## src/rtl/peridot_spim_pkg.sv

```systemverilog
// Shared register map, bit positions and engine states
// for the Peridot SPI master with TX/RX FIFOs.
package peridot_spim_pkg;

  localparam logic [1:0] REG_DATA = 2'd0;
  localparam logic [1:0] REG_CTRL = 2'd1;
  localparam logic [1:0] REG_CONF = 2'd2;

  localparam int B_RXVALID = 15;

  localparam int B_IRQENA  = 15;
  localparam int B_RXOVR   = 14;
  localparam int B_TXOVR   = 13;
  localparam int B_TXEMPTY = 12;
  localparam int B_TXFULL  = 11;
  localparam int B_RXFULL  = 10;
  localparam int B_BUSY    = 9;

  localparam int B_BITRVS  = 15;
  localparam int B_MODE    = 12;

  typedef enum logic [2:0] {
    ST_IDLE  = 3'd0,
    ST_LOAD  = 3'd1,
    ST_ENTRY = 3'd2,
    ST_SDI   = 3'd3,
    ST_SDO   = 3'd4,
    ST_DONE  = 3'd5
  } spim_state_t;

  function automatic logic [7:0] bit_rev8(input logic [7:0] d);
    logic [7:0] r;
    for (int i = 0; i < 8; i++) r[i] = d[7-i];
    return r;
  endfunction

endpackage

```

## src/rtl/peridot_spim_fifo.sv

```systemverilog
// Synchronous FIFO with full/empty flags; a push while full
// is accepted only when a pop happens in the same cycle.
module peridot_spim_fifo #(
  parameter int DEPTH = 16,
  parameter int WIDTH = 8
) (
  input  logic             clk,
  input  logic             rst_n,
  input  logic             push,
  input  logic [WIDTH-1:0] wdata,
  input  logic             pop,
  output logic [WIDTH-1:0] rdata,
  output logic             full,
  output logic             empty
);

  localparam int AW = (DEPTH > 1) ? $clog2(DEPTH) : 1;

  logic [WIDTH-1:0] mem [DEPTH];
  logic [AW-1:0]    wptr;
  logic [AW-1:0]    rptr;
  logic [AW:0]      count;
  logic             push_ok;
  logic             pop_ok;

  assign empty   = (count == '0);
  assign full    = (count == (AW+1)'(DEPTH));
  assign pop_ok  = pop & ~empty;
  assign push_ok = push & (~full | pop_ok);
  assign rdata   = mem[rptr];

  always_ff @(posedge clk or negedge rst_n) begin
    if (!rst_n) begin
      wptr  <= '0;
      rptr  <= '0;
      count <= '0;
    end else begin
      if (push_ok) wptr <= wptr + 1'b1;
      if (pop_ok)  rptr <= rptr + 1'b1;
      unique case ({push_ok, pop_ok})
        2'b10:   count <= count + 1'b1;
        2'b01:   count <= count - 1'b1;
        default: ;
      endcase
    end
  end

  always_ff @(posedge clk) begin
    if (push_ok) mem[wptr] <= wdata;
  end

endmodule

```

## src/rtl/peridot_csr_spim_fifo.sv

```systemverilog
// Avalon-MM SPI master: CSR block, TX/RX byte FIFOs and
// an MSB-first shift engine with programmable mode/divider.
module peridot_csr_spim_fifo
  import peridot_spim_pkg::*;
#(
  parameter int FIFO_DEPTH         = 16,
  parameter int SS_NUM             = 1,
  parameter int DEFAULT_REG_BITRVS = 0,
  parameter int DEFAULT_REG_MODE   = 0,
  parameter int DEFAULT_REG_CLKDIV = 255
) (
  input  logic              csi_clk,
  input  logic              rsi_reset_n,
  input  logic [1:0]        avs_address,
  input  logic              avs_read,
  output logic [31:0]       avs_readdata,
  input  logic              avs_write,
  input  logic [31:0]       avs_writedata,
  output logic              ins_irq,
  output logic [SS_NUM-1:0] spi_ss_n,
  output logic              spi_sclk,
  output logic              spi_mosi,
  input  logic              spi_miso
);

  localparam logic [1:0] RST_MODE = 2'(DEFAULT_REG_MODE);
  localparam logic [7:0] RST_DIV  = 8'(DEFAULT_REG_CLKDIV);
  localparam logic       RST_RVS  = (DEFAULT_REG_BITRVS != 0);

  spim_state_t state, state_nx;

  logic              irqena, rxovr, txovr;
  logic [SS_NUM-1:0] sel;
  logic              bitrvs;
  logic [1:0]        mode;
  logic [7:0]        clkdiv;

  logic [7:0] divcnt;
  logic [3:0] bitcnt;
  logic [7:0] tx_sh;
  logic [7:0] rx_sh;
  logic       sclk;

  logic       wr_data, wr_ctrl, wr_conf, rd_data;
  logic       busy, phase_end;
  logic       tx_push, tx_pop, tx_full, tx_empty;
  logic [7:0] tx_wdata, tx_rdata;
  logic       rx_push, rx_pop, rx_full, rx_empty;
  logic [7:0] rx_rdata;
  logic       unused_wd;

  assign unused_wd = ^{avs_writedata[31:16], avs_writedata[11:8]};

  assign wr_data = avs_write & (avs_address == REG_DATA);
  assign wr_ctrl = avs_write & (avs_address == REG_CTRL);
  assign wr_conf = avs_write & (avs_address == REG_CONF);
  assign rd_data = avs_read  & (avs_address == REG_DATA);

  assign busy      = (state != ST_IDLE);
  assign phase_end = (divcnt == '0);

  // Bit order is fixed up at the FIFO boundary so the shifter is MSB-first.
  assign tx_push  = wr_data;
  assign tx_wdata = bitrvs ? bit_rev8(avs_writedata[7:0])
                           : avs_writedata[7:0];
  assign tx_pop   = (state == ST_LOAD);
  assign rx_push  = (state == ST_DONE) & phase_end;
  assign rx_pop   = rd_data & ~rx_empty;

  peridot_spim_fifo #(
    .DEPTH(FIFO_DEPTH),
    .WIDTH(8)
  ) u_txf (
    .clk   (csi_clk),
    .rst_n (rsi_reset_n),
    .push  (tx_push),
    .wdata (tx_wdata),
    .pop   (tx_pop),
    .rdata (tx_rdata),
    .full  (tx_full),
    .empty (tx_empty)
  );

  peridot_spim_fifo #(
    .DEPTH(FIFO_DEPTH),
    .WIDTH(8)
  ) u_rxf (
    .clk   (csi_clk),
    .rst_n (rsi_reset_n),
    .push  (rx_push),
    .wdata (rx_sh),
    .pop   (rx_pop),
    .rdata (rx_rdata),
    .full  (rx_full),
    .empty (rx_empty)
  );

  always_ff @(posedge csi_clk or negedge rsi_reset_n) begin
    if (!rsi_reset_n) begin
      irqena <= 1'b0;
      rxovr  <= 1'b0;
      txovr  <= 1'b0;
      sel    <= '0;
      bitrvs <= RST_RVS;
      mode   <= RST_MODE;
      clkdiv <= RST_DIV;
    end else begin
      if (wr_ctrl) begin
        irqena <= avs_writedata[B_IRQENA];
        sel    <= avs_writedata[SS_NUM-1:0];
      end
      if (wr_ctrl && avs_writedata[B_RXOVR]) rxovr <= 1'b0;
      if (wr_ctrl && avs_writedata[B_TXOVR]) txovr <= 1'b0;
      if (rx_push && rx_full && !rx_pop) rxovr <= 1'b1;
      if (tx_push && tx_full && !tx_pop) txovr <= 1'b1;
      if (wr_conf && !busy && tx_empty) begin
        bitrvs <= avs_writedata[B_BITRVS];
        mode   <= avs_writedata[B_MODE+:2];
        clkdiv <= avs_writedata[7:0];
      end
    end
  end

  always_comb begin
    avs_readdata = '0;
    unique case (avs_address)
      REG_DATA: begin
        avs_readdata[B_RXVALID] = ~rx_empty;
        if (!rx_empty)
          avs_readdata[7:0] = bitrvs ? bit_rev8(rx_rdata) : rx_rdata;
      end
      REG_CTRL: begin
        avs_readdata[B_IRQENA]   = irqena;
        avs_readdata[B_RXOVR]    = rxovr;
        avs_readdata[B_TXOVR]    = txovr;
        avs_readdata[B_TXEMPTY]  = tx_empty;
        avs_readdata[B_TXFULL]   = tx_full;
        avs_readdata[B_RXFULL]   = rx_full;
        avs_readdata[B_BUSY]     = busy;
        avs_readdata[SS_NUM-1:0] = sel;
      end
      REG_CONF: begin
        avs_readdata[B_BITRVS]   = bitrvs;
        avs_readdata[B_MODE+:2]  = mode;
        avs_readdata[7:0]        = clkdiv;
      end
      default: avs_readdata = '0;
    endcase
  end

  always_ff @(posedge csi_clk or negedge rsi_reset_n) begin
    if (!rsi_reset_n) state <= ST_IDLE;
    else              state <= state_nx;
  end

  // CPHA=1 spends its first half-bit in ENTRY, so it finishes on an SDI.
  always_comb begin
    state_nx = state;
    unique case (state)
      ST_IDLE:  if (!tx_empty) state_nx = ST_LOAD;
      ST_LOAD:  state_nx = mode[0] ? ST_ENTRY : ST_SDI;
      ST_ENTRY: if (phase_end) state_nx = ST_SDI;
      ST_SDI:
        if (phase_end)
          state_nx = (mode[0] && bitcnt == 4'd7) ? ST_DONE : ST_SDO;
      ST_SDO:
        if (phase_end)
          state_nx = (!mode[0] && bitcnt == 4'd8) ? ST_DONE : ST_SDI;
      ST_DONE:
        if (phase_end)
          state_nx = tx_empty ? ST_IDLE : ST_LOAD;
      default:  state_nx = ST_IDLE;
    endcase
  end

  always_ff @(posedge csi_clk or negedge rsi_reset_n) begin
    if (!rsi_reset_n) begin
      divcnt <= '0;
      bitcnt <= '0;
      tx_sh  <= '0;
      rx_sh  <= '0;
      sclk   <= RST_MODE[1];
    end else begin
      if (state == ST_LOAD) begin
        divcnt <= clkdiv;
        bitcnt <= '0;
        tx_sh  <= tx_rdata;
        sclk   <= mode[1];
      end else if (busy) begin
        divcnt <= phase_end ? clkdiv : divcnt - 1'b1;
      end
      if (phase_end && (state inside {ST_ENTRY, ST_SDI, ST_SDO}))
        sclk <= ~sclk;
      if (phase_end && state == ST_SDI) begin
        rx_sh  <= {rx_sh[6:0], spi_miso};
        bitcnt <= bitcnt + 1'b1;
      end
      if (phase_end && state == ST_SDO)
        tx_sh <= {tx_sh[6:0], 1'b0};
    end
  end

  assign spi_ss_n = ~sel;
  assign spi_sclk = sclk;
  assign spi_mosi = tx_sh[7];
  assign ins_irq  = irqena & tx_empty & ~busy;

endmodule

```

## config.mk

```make
export PLATFORM = sky130hd
export DESIGN_NAME = peridot_csr_spim_fifo
export DESIGN_NICKNAME = d
export VERILOG_FILES = /design/src/rtl/peridot_spim_pkg.sv /design/src/rtl/peridot_spim_fifo.sv /design/src/rtl/peridot_csr_spim_fifo.sv
export SDC_FILE = /design/constraint.sdc
export NUM_CORES = 1
export LEC_CHECK = 0
export CAP_MARGIN = 10
export CELL_PAD_IN_SITES_DETAIL_PLACEMENT = 1
export CELL_PAD_IN_SITES_GLOBAL_PLACEMENT = 2
export CORE_AREA = 8 8 235 237
export DETAILED_ROUTE_END_ITERATION = 10
export DIE_AREA = 0 0 243 245
export GPL_TIMING_DRIVEN = 0
export PLACE_DENSITY = 0.61
export REMOVE_ABC_BUFFERS = 1
export SLEW_MARGIN = 0
export SYNTH_ARGS = -nofsm -noshare
export SYNTH_HDL_FRONTEND = slang
export SYNTH_SLANG_ARGS = --single-unit
```

## constraint.sdc

```tcl
create_clock -name csi_clk -period 3.08 [get_ports csi_clk]
set_input_delay 0.616 -clock csi_clk [delete_from_list [all_inputs] [get_ports csi_clk]]
set_output_delay 0.616 -clock csi_clk [all_outputs]
set_load 0.02 [all_outputs]
```

# == Word level (Yosys, flattened, before mapping) ==
# Memories as Yosys holds them, arrays and structs flattened.
# Index checks and enable logic that the tools add are counted.
# classes
reduce_logical,33
mux,38
eq_ne,20
add_sub_neg,10
bitwise,21
# ops
cell,count
$mux 8,8
$mux 3,7
$add 4x1->4 const B,5
$pmux 5 s2,2
$pmux 3 s6,1
$reduce_bool 2->1,8
$mux 1,14
$pmux 7 s2,1
$logic_and 1x1->1,13
$and 1x1->1,12
$add 5x1->5 const B,2
$eq 5x5->1 const B,2
$logic_not 5->1,2
$ne 2x2->1 const B,5
$sub 5x1->5 const B,2
$logic_not 8->1,1
$mux 4,2
$sub 8x1->8 const B,1
$not 1->1,7
$eq 2x1->1 const B,3
$eq 2x2->1 const B,3
$eq 3x2->1 const B,2
$eq 3x3->1 const B,2
$pmux 1 s3,2
10 further kinds,15
# totals
output_inout_bits,36
input_bits,39
ff_bits,73
memories,2
ramBits,256
elab_cells,143
# memory_table
memory,words,width,rd,rd_ports_with_merged_regs,write_ports,line_no,rtl
u_rxf.mem,16,8,1,0,1,peridot_spim_fifo.sv:19,logic [WIDTH-1:0] mem [DEPTH];
u_txf.mem,16,8,1,0,1,peridot_spim_fifo.sv:19,

# == Depth between registers and ports, before layout ==
# depth
ltp_word,8
depth_mapped,15
mapped_depth_nobuf,14

# == Cells and area by module ==
# From an unflattened synthesis, not the netlist that was laid out.
# unflattened
hier_cells,909
area_unflattened_um2,14521.4
# modules_own_cells
module,instances,seq_area_each_um2,area_each_um2,cells_each
peridot_spim_fifo (u_rxf),1,4169.0,5835.6,306
peridot_spim_fifo (u_txf),1,4169.0,5779.3,313
peridot_csr_spim_fifo,1,1186.1,2906.5,290

# == Least setup slack after synthesis ==
# Ideal clock, no wire load.
# synth_timing
path_kind,register to register
from,register divcnt[0]
to,register u_rxf.count[4]
setup_time_ns,0.080
period_less_slack_ns,3.389
path_buffers,1
stages_incl_launch_ff,16
t_required_ns,3.000
arrival_time_ns,3.309
path_slack_ns,-0.309
cell_sequence,dfrtp_1 > inv_1 > ha_1 > nor3b_1 > nand2_2 > nor4b_4 > inv_1 > ha_1 > clkbuf_1 > xor2_1 > ha_1 > o21a_1 > o22a_1 > a21oi_1 > mux2i_1 > xnor2_1
# synth_between
elab_chain_len,5
elab_cells_between_ends,7
cone_classes,eq/ne: 2; mux: 1; bitwise: 2; reduce/logical: 2
# synth_lines
item,line_no,rtl
from (decl),peridot_csr_spim_fifo.sv:38,logic [7:0] divcnt;
from (signal assigned),peridot_csr_spim_fifo.sv:185,divcnt <= clkdiv;
from (signal assigned),peridot_csr_spim_fifo.sv:190,divcnt <= phase_end ? clkdiv : divcnt - 1'b1;
$logic_not 8->1 *,peridot_csr_spim_fifo.sv:60,assign phase_end = (divcnt == '0);
$and 1x1->1 *,peridot_csr_spim_fifo.sv:67,assign rx_push = (state == ST_DONE) & phase_end;
$and 1x1->1 *,peridot_spim_fifo.sv:29,assign push_ok = push & (~full | pop_ok);
$eq 2x1->1 / $eq 2x2->1 (equally long branches),peridot_spim_fifo.sv:40,"unique case ({push_ok, pop_ok})"
$pmux 5 s2 / $reduce_bool 2->1 (equally long branches),n/a,
to (signal assigned),peridot_spim_fifo.sv:41,2'b10: count <= count + 1'b1;
to (signal assigned),peridot_spim_fifo.sv:42,2'b01: count <= count - 1'b1;
to (decl),peridot_spim_fifo.sv:22,logic [AW:0] count;
# Mark *: on every way between the ends. The rest lies on a longest branch, timed or not.
# A chain may end at the register's enable or synchronous reset.

# == Worst setup path after layout ==
# layout_timing
from,register u_rxf.rptr[0]
to,output port avs_readdata[5]
# layout_between
elab_chain_len,4
# layout_lines
item,line_no,rtl
from (decl),peridot_spim_fifo.sv:21,logic [AW-1:0] rptr;
from (signal assigned),peridot_spim_fifo.sv:39,if (pop_ok) rptr <= rptr + 1'b1;
$mem_v2 16x8,n/a,
$mux 8,peridot_csr_spim_fifo.sv:130,avs_readdata[7:0] = bitrvs ? bit_rev8(rx_rdata) : rx_rdata;
$mux 8,peridot_csr_spim_fifo.sv:129,if (!rx_empty)
$pmux 7 s2,peridot_csr_spim_fifo.sv:126,unique case (avs_address)
to (decl),peridot_csr_spim_fifo.sv:16,"output logic [31:0] avs_readdata,"
# Every way passes these cells.

==> summary.md <==
| Metric | Value |
|---|---|
| Site Rows | 84 |
| # setup viols final | 8 |
| Die ar. | 59,540 um2 |
| CP Capture Type | primary output |
| Tcrit/Tclk final | 1.039 |
| Worst-margin pin slew | ~1.0 ns |
| Most common cell after layout, fill and taps aside | edfxtp_1 |
| Vias | 7,541 |
| Synth area leaders | edfxtp_1 (54%), dfrtp_1 (11%), mux4_2 (8.0%), mux4_1 (3.9%), mux2_2 (3.1%) |
| Main combinational cell family by area after synthesis | multiplexers |
| IO Count | 75 |
| Largest area contributor in the netlist | edfxtp_1 |
| Clock share of power | 0.289 |
| Worst hold path class | input pin to asynchronous set/reset pin |
| Core area | 51,710 um2 |
| First-pass GRT wire length | 53,120 um |
| Flops & latches, synth | about 330 |
| Drt drc | 0 |
| Worst R2R End | u_rxf.mem[12][4]$_DFFE_PP_ |
| EDFF count, synth | 256 |
| Die span in x | around 240 um |
| Async S/R FF share, synth | 0.2219 |
| Mux cell area share after synthesis | 0.1584 |
| Initial antenna violation count | 0 |
| TNS Setup | -0.5943 ns |
| Max-slew headroom | 0.3098 |
| Pwr Density | about 900 nW/um2 |
| Hpwl dp | 21,950 um |
| Drt pass-1 iters | 4 |
| Final Worst Setup Slack | -0.1200 ns |
| Gate power share | 0.285 |
| Hold Violations, Final | 0 |
| Syn. warnings | 0 |
| LEAKAGE | roughly 6.0 nW |
| Area of the multi-input gates | roughly 4800 um2 |
| Clock Path Buffers | 3 |
| CTS Buf Count | 38 |
| Worst setup path class | register to primary output |
| Drt total wl | 34,260 um |
| Worst reg2reg path depth | 7 |
| Tot Pwr | 0.01522 W |
| Clock Latency Late Sink | 0.55 ns |
| Port Buf Inserts | 37 |
| Total of max-cap violations | 0 |
| Synth cell types | 64 |
| Placed Cells | 1,541 |
| Finished Layout Cells | 1,644 |
| Crit-path max FO | 5 |
| Number of H-tree levels | 2 |
| Pin count of the biggest net entering global routing | 63 |
| Initial DRC Count | 411 |
| RSZ-0062 raised after global routing | true |
| Post-Synth Simple-Gate Area | 0.06138 |
| Seq/Total Area, Yosys | 0.6675 |
| Fmax | 0.3125 GHz |
| GR Overflow Total | 0 |
| Via-per-instance ratio | around 4.6 |
| Reg clk slew, reported paths | about 0.060 ns |
| Xor/xnor share of the synthesized area | 0.01350 |
| Outcome | finished with violations |
| Gpl congestion | 0.7175 |
| WL/cell | 20.84 um |
| Most frequent cells in the layout | edfxtp_1 (256), dfrtp_1 (57), mux4_2 (51), nand2_1 (47), clkbuf_16 (38) |
| Area share of the largest cell type after synthesis | 0.5388 |
| Compound-cell area share of the yosys netlist | 0.04455 |
| Vias in the first global route | 8,427 |
| CP required | 2.46 ns |
| Mapped Avg Cell Area | about 17 um2 |
| CTS Sinks | 329 |
| Skew final | 0.03521 ns |
| Adder-cell area share of the yosys netlist | 0.02403 |
| Most used flip-flop cell after synthesis | edfxtp_1 |
| Starting density of the core | 0.2759 |
| Sw Ratio | 0.3162 |
| ANT nets after route | 0 |
| CTS tree | built |
| CP arrival | roughly 2.6 ns |
| Root Buffer | clkbuf_16 |
| Worst ir drop on vdd | 0.3185 mV |
| Final Util | 0.3353 |
| Register area | 9539 um2 |
| Die H | 245 um |
| Netlist Area Pre-Place | between 10,000 and 15,000 um2 |
| Fillers | 5,297 |
| Final Max Tran Viols | 0 |
| Failing checks | setup timing |
| Overall routing resource usage | 0.1158 |
| Synth Instances | around 850 |
| Reg2reg start | divcnt[5]$_DFFE_PN0P_ |
| Final #Nets | roughly 990 |
| Nature of the critical path startpoint | register |
| Number of diodes | 0 |
| Final min period | 3.200 ns |
| Layout cell share with drive strength beyond 1 | 0.2950 |
| Switching power total | 0.004813 W |
| Synth-to-layout area growth | 21.50% |
| P_int | 0.01041 W |
| Worst R2R Setup Slack | 0.17 ns |
| Reg power frac | 0.427 |
-- state kept, by name, summed over array words and instances (netlist names) --
signal / cells
u_rxf.mem: 128
u_txf.mem: 128
clkdiv: 8
divcnt: 8
rx_sh: 8
tx_sh: 8
u_rxf.count: 5
u_txf.count: 5
bitcnt: 4
u_rxf.rptr: 4
u_rxf.wptr: 4
u_txf.rptr: 4
u_txf.wptr: 4
state: 3
mode: 2
bitrvs: 1
irqena: 1
rxovr: 1
sel: 1
spi_sclk: 1
txovr: 1
-- synth_stat cells, types with 11 or more instances --
master,n
a21oi_1,17
and2_1,11
buf_4,17
clkbuf_1,26
dfrtp_1,65
edfxtp_1,256
ha_1,25
inv_1,25
mux2_2,39
mux2i_1,12
mux4_1,21
mux4_2,51
nand2_1,49
nor2_1,35
nor3_1,17
o21ai_0,36
xnor2_1,15
-- metrics by stage --
stage	setup slack (ns)	hold slack, ns	instance area, um2
2_1_floorplan	-0.2267	0.3204	13990
3_3_place_gp	-1.792	0.4654	15220
3_5_place_dp	-1.331	0.4774	15370
4_1_cts	-0.2009	0.4632	17190
5_1_grt	-0.2181	0.4793	17340
6_report	-0.1200	0.4805	17340
-- routing by layer --
layer,up-vias,wire (um),global-route usage,part of all wire
met4,0,710,0.03350,0.021
met1,3956,15680,0.1527,0.46
met5,-,0,0,0
met2,94,16800,0.1927,0.49
li1,3442,-,-,-
met3,49,1068,0.02315,0.031
-- worst max path at each step --
stage	from	end	slack [ns]	cells past startpoint
floorplan	divcnt[0]$_DFFE_PN0P_	u_rxf.count[4]$_DFFE_PN0P_	-0.23	14
global placement	rsi_reset_n	u_txf.wptr[3]$_DFFE_PN0P_	-1.79	1
detailed placement	avs_address[0]	u_rxf.count[4]$_DFFE_PN0P_	-1.33	14
CTS	u_rxf.rptr[0]$_DFFE_PN0P_	avs_readdata[3]	-0.20	8
global route	u_rxf.rptr[0]$_DFFE_PN0P_	avs_readdata[1]	-0.22	8
finish	u_rxf.rptr[0]$_DFFE_PN0P_	avs_readdata[5]	-0.12	8
-- power by group through the flow --
stage          Clock, W  Combinational (W)  Sequential [W]
2_1_floorplan         0            0.00230         0.00634
3_3_place_gp          0            0.00308         0.00681
3_5_place_dp          0            0.00338         0.00666
4_1_cts         0.00453            0.00427         0.00650
5_1_grt         0.00467            0.00472         0.00662
6_report        0.00439            0.00434         0.00649
-- critical path, stage by stage (launching register included) --
cell and delay, ns:
dfrtp_4 0.49, buf_12 0.15, buf_12 0.13, mux4_2 0.43, mux2i_2 0.22, nor2_2 0.07, a21oi_4 0.22, o221ai_2 0.13
buf_4 0.18
-- repair_timing --
action | in CTS | in global routing
hold buffers | 1 | 0
buffers inserted | 23 | 11
setup endpoints to repair | 243 | 142
hold endpoints to repair | 11 | 0
gates resized for setup | 121 | 32
gates cloned | 2 | 0
pin swaps | 10 | 18
-- cell type report --
type,count,share of cell area
clock buffer,52,0.05961
inverter,26,0.005629
tap,688,0.04965
sequential,329,0.5502
timing repair buffer,78,0.04835
clock inverter,16,0.009454
multi-input combinational,455,0.2771
-- cells by family after synthesis --
group | Yosys count
other cells | 1
mux | 123
fa+ha+maj | 27
compound gates | 97
buf+inv | 85
flops | 329
xor+xnor | 22
simple gates | 169
(Power assumes the default switching activity.)
